$ cat src/rtl/seq_det_pkg.sv
// Shared types and helpers for the programmable sequence detector.
// Optional match counter is enabled by defining SEQ_DET_CNT_EN.
package seq_det_pkg;

  typedef enum logic [1:0] {
    S_DIS  = 2'd0,
    S_FILL = 2'd1,
    S_HUNT = 2'd2,
    S_HIT  = 2'd3
  } state_e;

  // Bits needed to hold a length in the range 0..pat_w.
  function automatic int len_width(input int pat_w);
    return $clog2(pat_w + 1);
  endfunction

  function automatic int unsigned clamp_len(input int unsigned len, input int unsigned max_len);
    return (len > max_len) ? max_len : len;
  endfunction

endpackage

$ cat src/rtl/seq_det_hist.sv
// History shift register plus saturating fill counter for seq_det_prog.
// Exposes the post-shift values so the top can compare against the bit being accepted.
module seq_det_hist
  import seq_det_pkg::*;
#(
  parameter int PAT_W = 4,
  localparam int LEN_W = len_width(PAT_W)
) (
  input  logic             clk,
  input  logic             rst,
  input  logic             clr,
  input  logic             shift,
  input  logic             fill_zero,
  input  logic             din,
  output logic [PAT_W-1:0] hist_next,
  output logic [LEN_W-1:0] fill_next
);

  localparam logic [LEN_W-1:0] FILL_MAX = LEN_W'(PAT_W);

  logic [PAT_W-1:0] hist_q;
  logic [LEN_W-1:0] fill_q;

  // Oldest bit falls off the top; newest bit enters at bit 0.
  assign hist_next = (hist_q << 1) | PAT_W'(din);
  assign fill_next = (fill_q == FILL_MAX) ? fill_q : fill_q + LEN_W'(1);

  always_ff @(posedge clk) begin
    if (rst || clr) begin
      hist_q <= '0;
      fill_q <= '0;
    end else if (shift) begin
      hist_q <= hist_next;
      fill_q <= fill_zero ? '0 : fill_next;
    end
  end

endmodule

$ cat src/rtl/seq_det_prog.sv
// Programmable Moore sequence detector with run-time pattern, length and overlap mode.
// Define SEQ_DET_CNT_EN to add the saturating match counter (match_cnt, cnt_clr).
module seq_det_prog
  import seq_det_pkg::*;
#(
  parameter int              PAT_W   = 4,
  parameter logic [PAT_W-1:0] DEF_PAT = PAT_W'(4'b0110),
  parameter int              DEF_LEN = PAT_W,
  parameter bit              DEF_OVL = 1'b1,
  parameter int              CNT_W   = 8,
  localparam int             LEN_W   = len_width(PAT_W)
) (
  input  logic             clk,
  input  logic             rst,
  // Stream handshake: in is consumed on every clk edge where in_valid is high
  // and cfg_load is low; there is no back-pressure.
  input  logic             in_valid,
  input  logic             in,
  input  logic             cfg_load,
  input  logic [PAT_W-1:0] cfg_pattern,
  input  logic [LEN_W-1:0] cfg_len,
  input  logic             cfg_overlap,
  output logic             out,
  output logic [1:0]       dbg_state
`ifdef SEQ_DET_CNT_EN
  ,
  output logic [CNT_W-1:0] match_cnt,
  input  logic             cnt_clr
`endif
);

  localparam logic [LEN_W-1:0] DEF_LEN_C = LEN_W'(clamp_len(DEF_LEN, PAT_W));
  localparam state_e           DEF_STATE = (DEF_LEN == 0) ? S_DIS : S_FILL;
  localparam logic [PAT_W:0]   ONE       = (PAT_W+1)'(1);

  state_e           state_q, state_d;
  logic [PAT_W-1:0] pat_q;
  logic [LEN_W-1:0] len_q;
  logic             ovl_q;

  logic [LEN_W-1:0] len_c;
  logic [PAT_W-1:0] hist_next;
  logic [LEN_W-1:0] fill_next;
  logic [PAT_W:0]   mask_full;
  logic [PAT_W-1:0] len_mask;
  logic             accept;
  logic             hit;
  logic             fill_zero;

  assign len_c  = LEN_W'(clamp_len(32'(cfg_len), PAT_W));
  assign accept = in_valid && !cfg_load;

  // One extra bit so that len == PAT_W yields an all-ones mask.
  assign mask_full = (ONE << len_q) - ONE;
  assign len_mask  = mask_full[PAT_W-1:0];

  assign hit = (len_q != '0) && (fill_next >= len_q) &&
               (((hist_next ^ pat_q) & len_mask) == '0);

  // Non-overlapping mode consumes the matched bits.
  assign fill_zero = hit && !ovl_q;

  seq_det_hist #(
    .PAT_W(PAT_W)
  ) u_hist (
    .clk      (clk),
    .rst      (rst),
    .clr      (cfg_load),
    .shift    (accept),
    .fill_zero(fill_zero),
    .din      (in),
    .hist_next(hist_next),
    .fill_next(fill_next)
  );

  always_comb begin
    state_d = state_q;
    if (cfg_load) begin
      state_d = (len_c == '0) ? S_DIS : S_FILL;
    end else if (in_valid) begin
      if (len_q == '0)
        state_d = S_DIS;
      else if (hit)
        state_d = S_HIT;
      else if (fill_next < len_q)
        state_d = S_FILL;
      else
        state_d = S_HUNT;
    end
  end

  always_ff @(posedge clk) begin
    if (rst) begin
      pat_q   <= DEF_PAT;
      len_q   <= DEF_LEN_C;
      ovl_q   <= DEF_OVL;
      state_q <= DEF_STATE;
    end else begin
      if (cfg_load) begin
        pat_q <= cfg_pattern;
        len_q <= len_c;
        ovl_q <= cfg_overlap;
      end
      state_q <= state_d;
    end
  end

  assign out       = (state_q == S_HIT);
  assign dbg_state = state_q;

`ifdef SEQ_DET_CNT_EN
  logic [CNT_W-1:0] cnt_q;
  logic             hit_evt;

  assign hit_evt = accept && hit;

  // A clear coinciding with a hit leaves the count at one.
  always_ff @(posedge clk) begin
    if (rst)
      cnt_q <= '0;
    else if (cnt_clr)
      cnt_q <= hit_evt ? CNT_W'(1) : '0;
    else if (hit_evt && (cnt_q != '1))
      cnt_q <= cnt_q + CNT_W'(1);
  end

  assign match_cnt = cnt_q;
`endif

endmodule

$ cat config.mk
export PLATFORM = sky130hd
export DESIGN_NAME = seq_det_prog
export DESIGN_NICKNAME = d
export VERILOG_FILES = /design/src/rtl/seq_det_pkg.sv /design/src/rtl/seq_det_hist.sv /design/src/rtl/seq_det_prog.sv
export SDC_FILE = /design/constraint.sdc
export NUM_CORES = 1
export LEC_CHECK = 0
export ABC_CLOCK_PERIOD_IN_PS = 3800
export BUFFER_PORTS_ARGS = -buffer_cell sky130_fd_sc_hd__buf_2
export CAP_MARGIN = 25
export CORE_MARGIN = 1.5
export CORE_UTILIZATION = 57
export DETAILED_ROUTE_END_ITERATION = 8
export PLACE_DENSITY = 0.81
export SYNTH_ARGS = -nofsm -noshare
export SYNTH_HDL_FRONTEND = slang
export SYNTH_SLANG_ARGS = --single-unit
$ cat constraint.sdc
create_clock -name clk -period 3.8 [get_ports clk]
set_input_delay 0.38 -clock clk [delete_from_list [all_inputs] [get_ports clk]]
set_output_delay 0.38 -clock clk [all_outputs]
set_load 0.02 [all_outputs]
==> results of run 1 <==
[through the flow]
step                cell area [um2]  setup WS [ns]
floorplan                     923.4          2.071
detailed placement             1003          1.894
finish                         1040          1.865
global placement               1003          1.907
global route                   1040          1.723
CTS                            1040          1.861
[cell type report]
class | count | area share [%]
sequential | 16 | 30.81
inverter | 7 | 2.527
clock buffer | 4 | 3.490
timing repair buffer | 15 | 7.220
multi-input combinational | 75 | 54.03
tap | 16 | 1.925
[worst register-to-register path, delay by kind of cell, from the launching register on]
kind                     cells  cell delay [ns]
flip-flops                   1             0.40
buffers and inverters        1             0.06
adder cells (fa/ha/maj)      2             0.51
AO/OA/AOI/OAI                2             0.29
AND/OR/NAND/NOR              3             0.42
XOR/XNOR                     1             0.17
[per-layer routing]
layer,vias to the layer above,GRT usage [%],part of all wire (%)
met2,10,35.82,48
met5,-,0,0
met3,4,3.830,3.5
met1,350,24.87,47
met4,0,9.091,1.1
li1,385,-,-
[path summary, 6_finish.rpt]
check                   start  slack (ns)  cells after the start               end
min               cfg_overlap        0.30                      3             ovl_q
max reg2reg  u_hist.fill_q[0]        1.87                      9  u_hist.fill_q[0]
min reg2reg      dbg_state[1]        0.49                      2      dbg_state[1]
max          u_hist.fill_q[0]        1.87                      9  u_hist.fill_q[0]
[flip-flops by register name, summed over array words and instances, names as in the netlist]
| register | flops |
|---|---|
| len_q | 3 |
| pat_q | 4 |
| dbg_state | 2 |
| u_hist.fill_q | 3 |
| u_hist.hist_q | 3 |
| ovl_q | 1 |
[layout by cell type (no fill, tap or decap), types with 2 or more instances in the layout]
cell      netlist  routed
inv_1           6       6
dfxtp_1        16      16
ha_1            6       6
clkbuf_4        0       3
xor2_1          2       2
buf_2           3      15
mux2i_1         8       8
and2_1          2       2
nor2_1         11      11
nand2_1        11      11
nand3_1         4       4
nor3b_1         2       2
xnor2_1         3       3
a21oi_1         3       3
[where the power goes]
part	switching [uW]	leakage (uW)	internal, uW
Clock	54.5	0.0000210	58.4
Sequential	5.91	0.000131	175
Combinational	31.6	0.000321	26.4
[logic make-up after synthesis]
| kind of cell | count (synthesis) | share of synthesized area (%) |
|---|---|---|
| AND/OR/NAND/NOR | 40 | 23.71 |
| flip-flops | 16 | 34.69 |
| AO/OA/AOI/OAI | 15 | 13.82 |
| buffers and inverters | 10 | 4.471 |
| multiplexers | 8 | 8.672 |
| XOR/XNOR | 6 | 6.505 |
| adder cells (fa/ha/maj) | 6 | 8.130 |
==> impl_metrics.json, run 1 <==
{
  "syn_avg_cell_area_um2": 9.142,
  "syn_area_um2": 923.4,
  "grt_pass1_wl_um": 2898,
  "clk_pin_slew_ns": 0.10,
  "cp.required_ns": 4.00,
  "max-slew-margin-rel_pct": 76.22,
  "globalplace.congestion": 0.8100,
  "critPathSlowestCell": "dfxtp_1",
  "yosysWarningCount": 0,
  "drive_above_1_share_pct": 23.93,
  "worst_pin_slew_ns": 0.3568,
  "path_delay_family": "adder cells",
  "period_needed_ns": 1.935,
  "viasPerCell": 5.632,
  "grt_pass1_vias": 715,
  "dieArea_mm2": 0.001871,
  "synth_edf_count": 0,
  "critPathMaxStageDelay_ns": 0.40,
  "dpl.cell_count": 129,
  "setup_viol": 0,
  "synth.largest_area_cell": "dfxtp_1",
  "rows": 14,
  "cts_root_buf": "clkbuf_4",
  "p_leak_uw": 0.0004733,
  "fin_nets": 137,
  "dp_hpwl_um": 1350,
  "crit_type": "reg2reg",
  "p_total_uw": 351.4,
  "ys_ff_latch": 16,
  "maxCapViolCount": 0,
  "fin_util_pct": 69.02,
  "crit_chain": "inv_1 -> ha_1 -> nand2_1 -> xnor2_1 -> ha_1 -> nor2_1 -> o21ai_1 -> and4b_1 -> o41ai_2",
  "final.setup.tns_ns": 0,
  "finalCritPeriodShare_pct": 50.92,
  "core_area_mm2": 0.001506,
  "path_max_fanout": 4,
  "drc_errors": 0,
  "multi_input_area_um2": 561.8,
  "status": "finished clean",
  "yosys.cell_types.count": 37,
  "diodes": 0,
  "htree_levels": 1,
  "power_density_mw_per_mm2": 337.9,
  "wl_um": 1702,
  "crit_top_cell": "ha_1",
  "worstHoldPathType": "in2reg",
  "rsz0062_at_grt": "false",
  "start_kind": "flop",
  "drt_iter0_markers": 16,
  "end_kind": "flop",
  "cts_resized": 0,
  "cts.sinks": 16,
  "synth-main-ff-cell": "dfxtp_1",
  "clock_latency_ns": 0.29,
  "grt-ovfl-total": 0,
  "wl_per_cell_um": 12.80,
  "via_count": 749,
  "grt_max_degree": 18,
  "die_h_um": 43.25,
  "synth_most_common_cell": "dfxtp_1",
  "cts_setup_buffers": 0,
  "yosysSeqAreaShare_pct": 34.69,
  "fmax_mhz": 516.8,
  "syn_inst": 101,
  "clock_path_buffers": 2,
  "first_pass_iters": 4,
  "portBuffers": 15,
  "ant_nets": 0,
  "cp_num_buf_inv": 1,
  "cp.arrival_ns": 2.13,
  "netlist.area_leader.share_pct": 34.69,
  "hold_buffers": 0,
  "synth_area_leaders": "dfxtp_1 (35%), mux2i_1 (8.7%), ha_1 (8.1%)",
  "antenna_found_initial": 0,
  "yosys-top-cells-count": "dfxtp_1 (16), nand2_1 (11), nor2_1 (11)",
  "die_w_um": 43.25,
  "ff_latch_area_um2": 320.3,
  "finClkSkew_ns": 0.005211,
  "pin_count": 16,
  "finalHoldViolCount": 0,
  "cts_tree": "yes",
  "grtUsageTotal_pct": 20.82,
  "maxSlewViolCount": 0,
  "async_flop_share_pct": 0,
  "whs_ns": 0.2974,
  "fillers": 120,
  "cts_buffers": 3,
  "syn_nets": 120,
  "start_util_pct": 61.30,
  "area_growth_pct": 12.60,
  "peakVddDrop_uv": 222.4,
  "fin_cells": 133
}
Power figures use the tool's default switching activity.
==> run 2: changes to the inputs <==
ABC_CLOCK_PERIOD_IN_PS = 2000   (was 3800)
CORE_UTILIZATION = 53   (was 57)
PLACE_DENSITY = 0.76   (was 0.81)
clock period = 2 ns   (was 3.8 ns; I/O delays follow)
==> run 2 against run 1 <==
Net effect: via count stayed put; combinational power is 93% higher; critical endpoint unchanged; cell count is 0.75% higher; clock power is 90% higher; wire length is 1.9% lower; global-route usage is 0.77 points lower; sequential share of layout area is 0.57 points lower; highest routed layer unchanged.
==> impl_metrics.json, run 2 (synthesis gave the netlist of run 1 again) <==
{
  "status": "finished clean",
  "critPathMaxStageDelay_ns": 0.39,
  "ant_nets": 0,
  "endpoint": "u_hist.fill_q[0]",
  "fin_nets": 138,
  "finClkSkew_ns": 0.009998,
  "portBuffers": 15,
  "fin_ws_ns": 0.1265,
  "first_pass_iters": 4,
  "maxSlewViolCount": 0,
  "grt_pass1_vias": 704,
  "dp_hpwl_um": 1311,
  "wl_per_cell_um": 12.46,
  "most-common-layout-cells": "dfxtp_1 (15), buf_2 (15), nand2_1 (11), nor2_1 (11), mux2i_1 (8)",
  "fmax_mhz": 533.8,
  "r2r_cells": 9,
  "post_dp_cell_area_mm2": 0.001011,
  "r2r_setup_slack_ns": 0.13,
  "cts_root_buf": "clkbuf_4",
  "crit_chain": "inv_1 -> ha_1 -> nand2_1 -> xnor2_2 -> ha_1 -> nor2_1 -> o21ai_2 -> and4b_1 -> o41ai_2",
  "cp.required_ns": 2.19,
  "worstHoldPathType": "in2reg",
  "hold_buffers": 0,
  "cts_resized": 0,
  "path_delay_family": "adder cells",
  "worst_pin_slew_ns": 0.3538,
  "finalCritPeriodShare_pct": 93.67,
  "maxCapViolCount": 0,
  "drc_errors": 0,
  "regMostFlops": "pat_q",
  "viasPerCell": 5.590,
  "max-slew-margin-rel_pct": 76.42,
  "dp_slack_ns": 0.09571,
  "power_density_mw_per_mm2": 630.3,
  "peakVddDrop_uv": 454.8,
  "clk_pin_slew_ns": 0.10,
  "wl_um": 1670,
  "postLayoutCellArea_mm2": 0.001064,
  "via_count": 749,
  "finalHoldViolCount": 0,
  "die_w_um": 44.74,
  "htree_levels": 1,
  "dieArea_mm2": 0.002002,
  "cts.sinks": 16,
  "cp_num_buf_inv": 1,
  "grtUsageTotal_pct": 20.05,
  "rows": 14,
  "crit_type": "reg2reg",
  "grt_max_degree": 18,
  "cp.depth": 9,
  "final.setup.tns_ns": 0,
  "setup_viol": 0,
  "min_path_cells": 3,
  "period_needed_ns": 1.873,
  "area_growth_pct": 15.18,
  "pin_count": 16,
  "grt_pass1_wl_um": 2898,
  "cts_buffers": 3,
  "whs_ns": 0.1125,
  "clock_latency_ns": 0.29,
  "start_util_pct": 58.57,
  "fin_cells": 134,
  "die_h_um": 44.74,
  "antenna_found_initial": 0,
  "rsz0062_at_grt": "false",
  "timing.rr.end": "u_hist.fill_q[0]",
  "globalplace.congestion": 0.8014,
  "diodes": 0,
  "r2r-start": "u_hist.fill_q[0]",
  "largest_reg_flops": 4,
  "dpl.cell_count": 130,
  "path_max_fanout": 4,
  "start_kind": "flop",
  "crit_top_cell": "ha_1",
  "core_area_mm2": 0.001577,
  "drive_above_1_share_pct": 27.97,
  "cts_tree": "yes",
  "crit_path_start": "u_hist.fill_q[0]",
  "end_kind": "flop",
  "cp.arrival_ns": 2.07,
  "drt_iter0_markers": 25,
  "p_leak_uw": 0.0004899,
  "grt-ovfl-total": 0,
  "cts_setup_buffers": 0,
  "clock_path_buffers": 2,
  "critPathSlowestCell": "dfxtp_2"
}
[run 2: cell count changes in the layout (fill, tap and decap cells not counted), sizes merged]
cell / delta
buf: +1
[run 2: per-stage QoR]
step           utilization [%]  total power [uW]
2_1_floorplan                -             428.9
3_3_place_gp             64.13             457.6
3_5_place_dp             64.13             460.2
4_1_cts                  66.43             675.0
5_1_grt                  67.46             700.2
6_report                 67.46             670.3
[run 2: how the worst min path moves through the flow]
stage | from | end | slack, ns
5_1_grt | cfg_overlap | ovl_q | 0.11
3_3_place_gp | cfg_pattern[2] | pat_q[2] | 0.42
4_1_cts | cfg_overlap | ovl_q | 0.11
3_5_place_dp | cfg_overlap | ovl_q | 0.42
6_report | cfg_overlap | ovl_q | 0.11
2_1_floorplan | rst | len_q[0] | 0.27
[run 2: worst min-delay path, stage by stage]
cell	delay [ns]
buf_2	0.07
mux2i_1	0.05
nand2_1	0.06
[run 2: metal layers]
layer  routed length, um  share of wire (%)  GRT usage [%]
met5                   0                  0              0
met4                  22                1.3          7.273
met3                  63                3.8          3.600
met2                 810                 49          34.20
met1                 774                 46          25.19
[run 2: final cells by class]
| class | instances | area, um2 |
|---|---|---|
| sequential | 16 | 321.6 |
| fill | 135 | 513.0 |
| tap | 16 | 20.02 |
| multi-input combinational | 75 | 576.8 |
| clock buffer | 4 | 36.28 |
| timing repair buffer | 16 | 82.58 |
| inverter | 7 | 26.28 |
[run 2: power by group]
group	internal, uW	switching [uW]	leakage, uW
sequential	332	11.0	0.000131
clock	111	104	0.0000210
combinational	52.2	60.2	0.000337
total	495	175	0.000490
==> run 3: changes to the inputs <==
REMOVE_ABC_BUFFERS = 1   (was unset)
==> run 3 against run 2 <==
Net effect: cell count is the same; sequential power about the same; count of clock-buffer cells in the layout is the same; via count decreased by 1.5%; die area did not move; critical endpoint unchanged; largest power group unchanged; design area increased by 1.6%; critical path type unchanged; power grew 1.7%.
==> impl_metrics.json, run 3 (synthesis gave the netlist of run 1 again) <==
{
  "htree_levels": 1,
  "start_util_pct": 58.57,
  "multi_input_area_um2": 591.8,
  "power_frac_comb_pct": 17.0,
  "path_max_fanout": 4,
  "cts_buffers": 3,
  "wl_um": 1764,
  "first_pass_iters": 4,
  "drive_above_1_share_pct": 29.66,
  "end_kind": "flop",
  "worstHoldPathType": "in2reg",
  "cts_setup_buffers": 0,
  "die_w_um": 44.74,
  "dieArea_mm2": 0.002002,
  "cts_resized": 0,
  "largest_reg_flops": 4,
  "finalCritPeriodShare_pct": 93.88,
  "grtUsageTotal_pct": 21.44,
  "drc_errors": 0,
  "die_h_um": 44.74,
  "ant_nets": 0,
  "antenna_found_initial": 0,
  "period_needed_ns": 1.878,
  "fmax_mhz": 532.6,
  "finClkSkew_ns": 0.002456,
  "clock_power_share_pct": 32.8,
  "cts_root_buf": "clkbuf_4",
  "cts.sinks": 16,
  "globalplace.congestion": 0.8223,
  "finalHoldViolCount": 0,
  "cts_tree": "yes",
  "start_kind": "flop",
  "dp_hpwl_um": 1372,
  "grt_pass1_wl_um": 3049,
  "status": "finished clean",
  "diodes": 0,
  "crit_type": "reg2reg",
  "cp.arrival_ns": 2.08,
  "rsz0062_at_grt": "false",
  "clock_path_buffers": 2,
  "grt_pass1_vias": 738,
  "worst_pin_slew_ns": 0.3597,
  "peakVddDrop_uv": 528.2,
  "area_growth_pct": 17.07,
  "fin_util_pct": 68.57,
  "maxSlewViolCount": 0,
  "p_seq_share_pct": 50.2,
  "max-slew-margin-rel_pct": 76.02,
  "cp.required_ns": 2.20,
  "clk_pin_slew_ns": 0.10,
  "wl_per_cell_um": 13.16,
  "clock_latency_ns": 0.29,
  "via_count": 738,
  "netSwitchingPower_uw": 186.0,
  "fin_nets": 138,
  "ff_latch_area_um2": 324.1,
  "power_density_mw_per_mm2": 630.8,
  "viasPerCell": 5.507,
  "setup_viol": 0,
  "fillers": 133,
  "swShare_pct": 27.27,
  "maxCapViolCount": 0,
  "most-common-layout-cells": "dfxtp_1 (15), buf_2 (15), nand2_1 (11)",
  "final.setup.tns_ns": 0,
  "rows": 14,
  "grt-ovfl-total": 0,
  "pin_count": 16,
  "grt_max_degree": 18,
  "p_int_uw": 495.9,
  "portBuffers": 15,
  "hold_buffers": 0,
  "drt_iter0_markers": 6,
  "regMostFlops": "pat_q",
  "p_leak_uw": 0.0004877,
  "core_area_mm2": 0.001577
}
## run 3: cell counts in the layout (fill, tap and decap cells not counted)
No cell type changed its count.
## run 3: worst paths after layout
kind | startpoint | endpoint | depth (start not counted) | slack (ns)
worst max-delay path | u_hist.fill_q[0] | u_hist.fill_q[0] | 9 | 0.12
worst min-delay path | cfg_pattern[2] | pat_q[2] | 3 | 0.12
worst max register to register | u_hist.fill_q[0] | u_hist.fill_q[0] | 9 | 0.12
worst min register to register | dbg_state[1] | dbg_state[1] | 2 | 0.51
## run 3: power groups by stage
stage | logic (uW) | registers (uW) | clock network, uW
floorplan | 69.8 | 350 | 0
global placement | 108 | 349 | 0
detailed placement | 112 | 349 | 0
CTS | 112 | 342 | 226
global route | 130 | 343 | 236
finish | 116 | 342 | 224
## run 3: stage by stage
| stage | hold WS, ns | instance area, um2 | cells | total power, uW | worst slack [ns] |
|---|---|---|---|---|---|
| after floorplan | 0.2691 | 908.4 | 98 | 419.8 | 0.2715 |
| after global placement | 0.4135 | 1011 | 130 | 457.5 | 0.1356 |
| after detailed placement | 0.4212 | 1011 | 130 | 461.1 | 0.03972 |
| after CTS | 0.1145 | 1047 | 134 | 679.7 | 0.01632 |
| after global routing | 0.1251 | 1081 | 134 | 709.9 | 0.01709 |
| final | 0.1157 | 1081 | 134 | 681.9 | 0.1225 |
## run 3: per-layer routing
layer	wire length, um	vias up	GRT usage, %
met5	0	-	0
met4	19	0	10.30
met2	819	8	34.49
met3	43	2	4.800
met1	882	342	27.07
li1	-	386	-
## run 3: area by class of cell
class | instances | share of cell area [%]
Clock buffer | 4 | 3.356
Multi-Input combinational cell | 75 | 54.75
Sequential cell | 16 | 29.98
Tap cell | 16 | 1.852
Inverter | 7 | 2.431
Timing Repair Buffer | 16 | 7.639
## run 3: worst max-delay path: stages (launching register included)
cell     delay (ns)
dfxtp_4        0.38
inv_1          0.04
ha_1           0.20
nand2_1        0.11
xnor2_2        0.14
ha_1           0.27
nor2_1         0.14
o21ai_2        0.09
and4b_1        0.20
o41ai_2        0.20
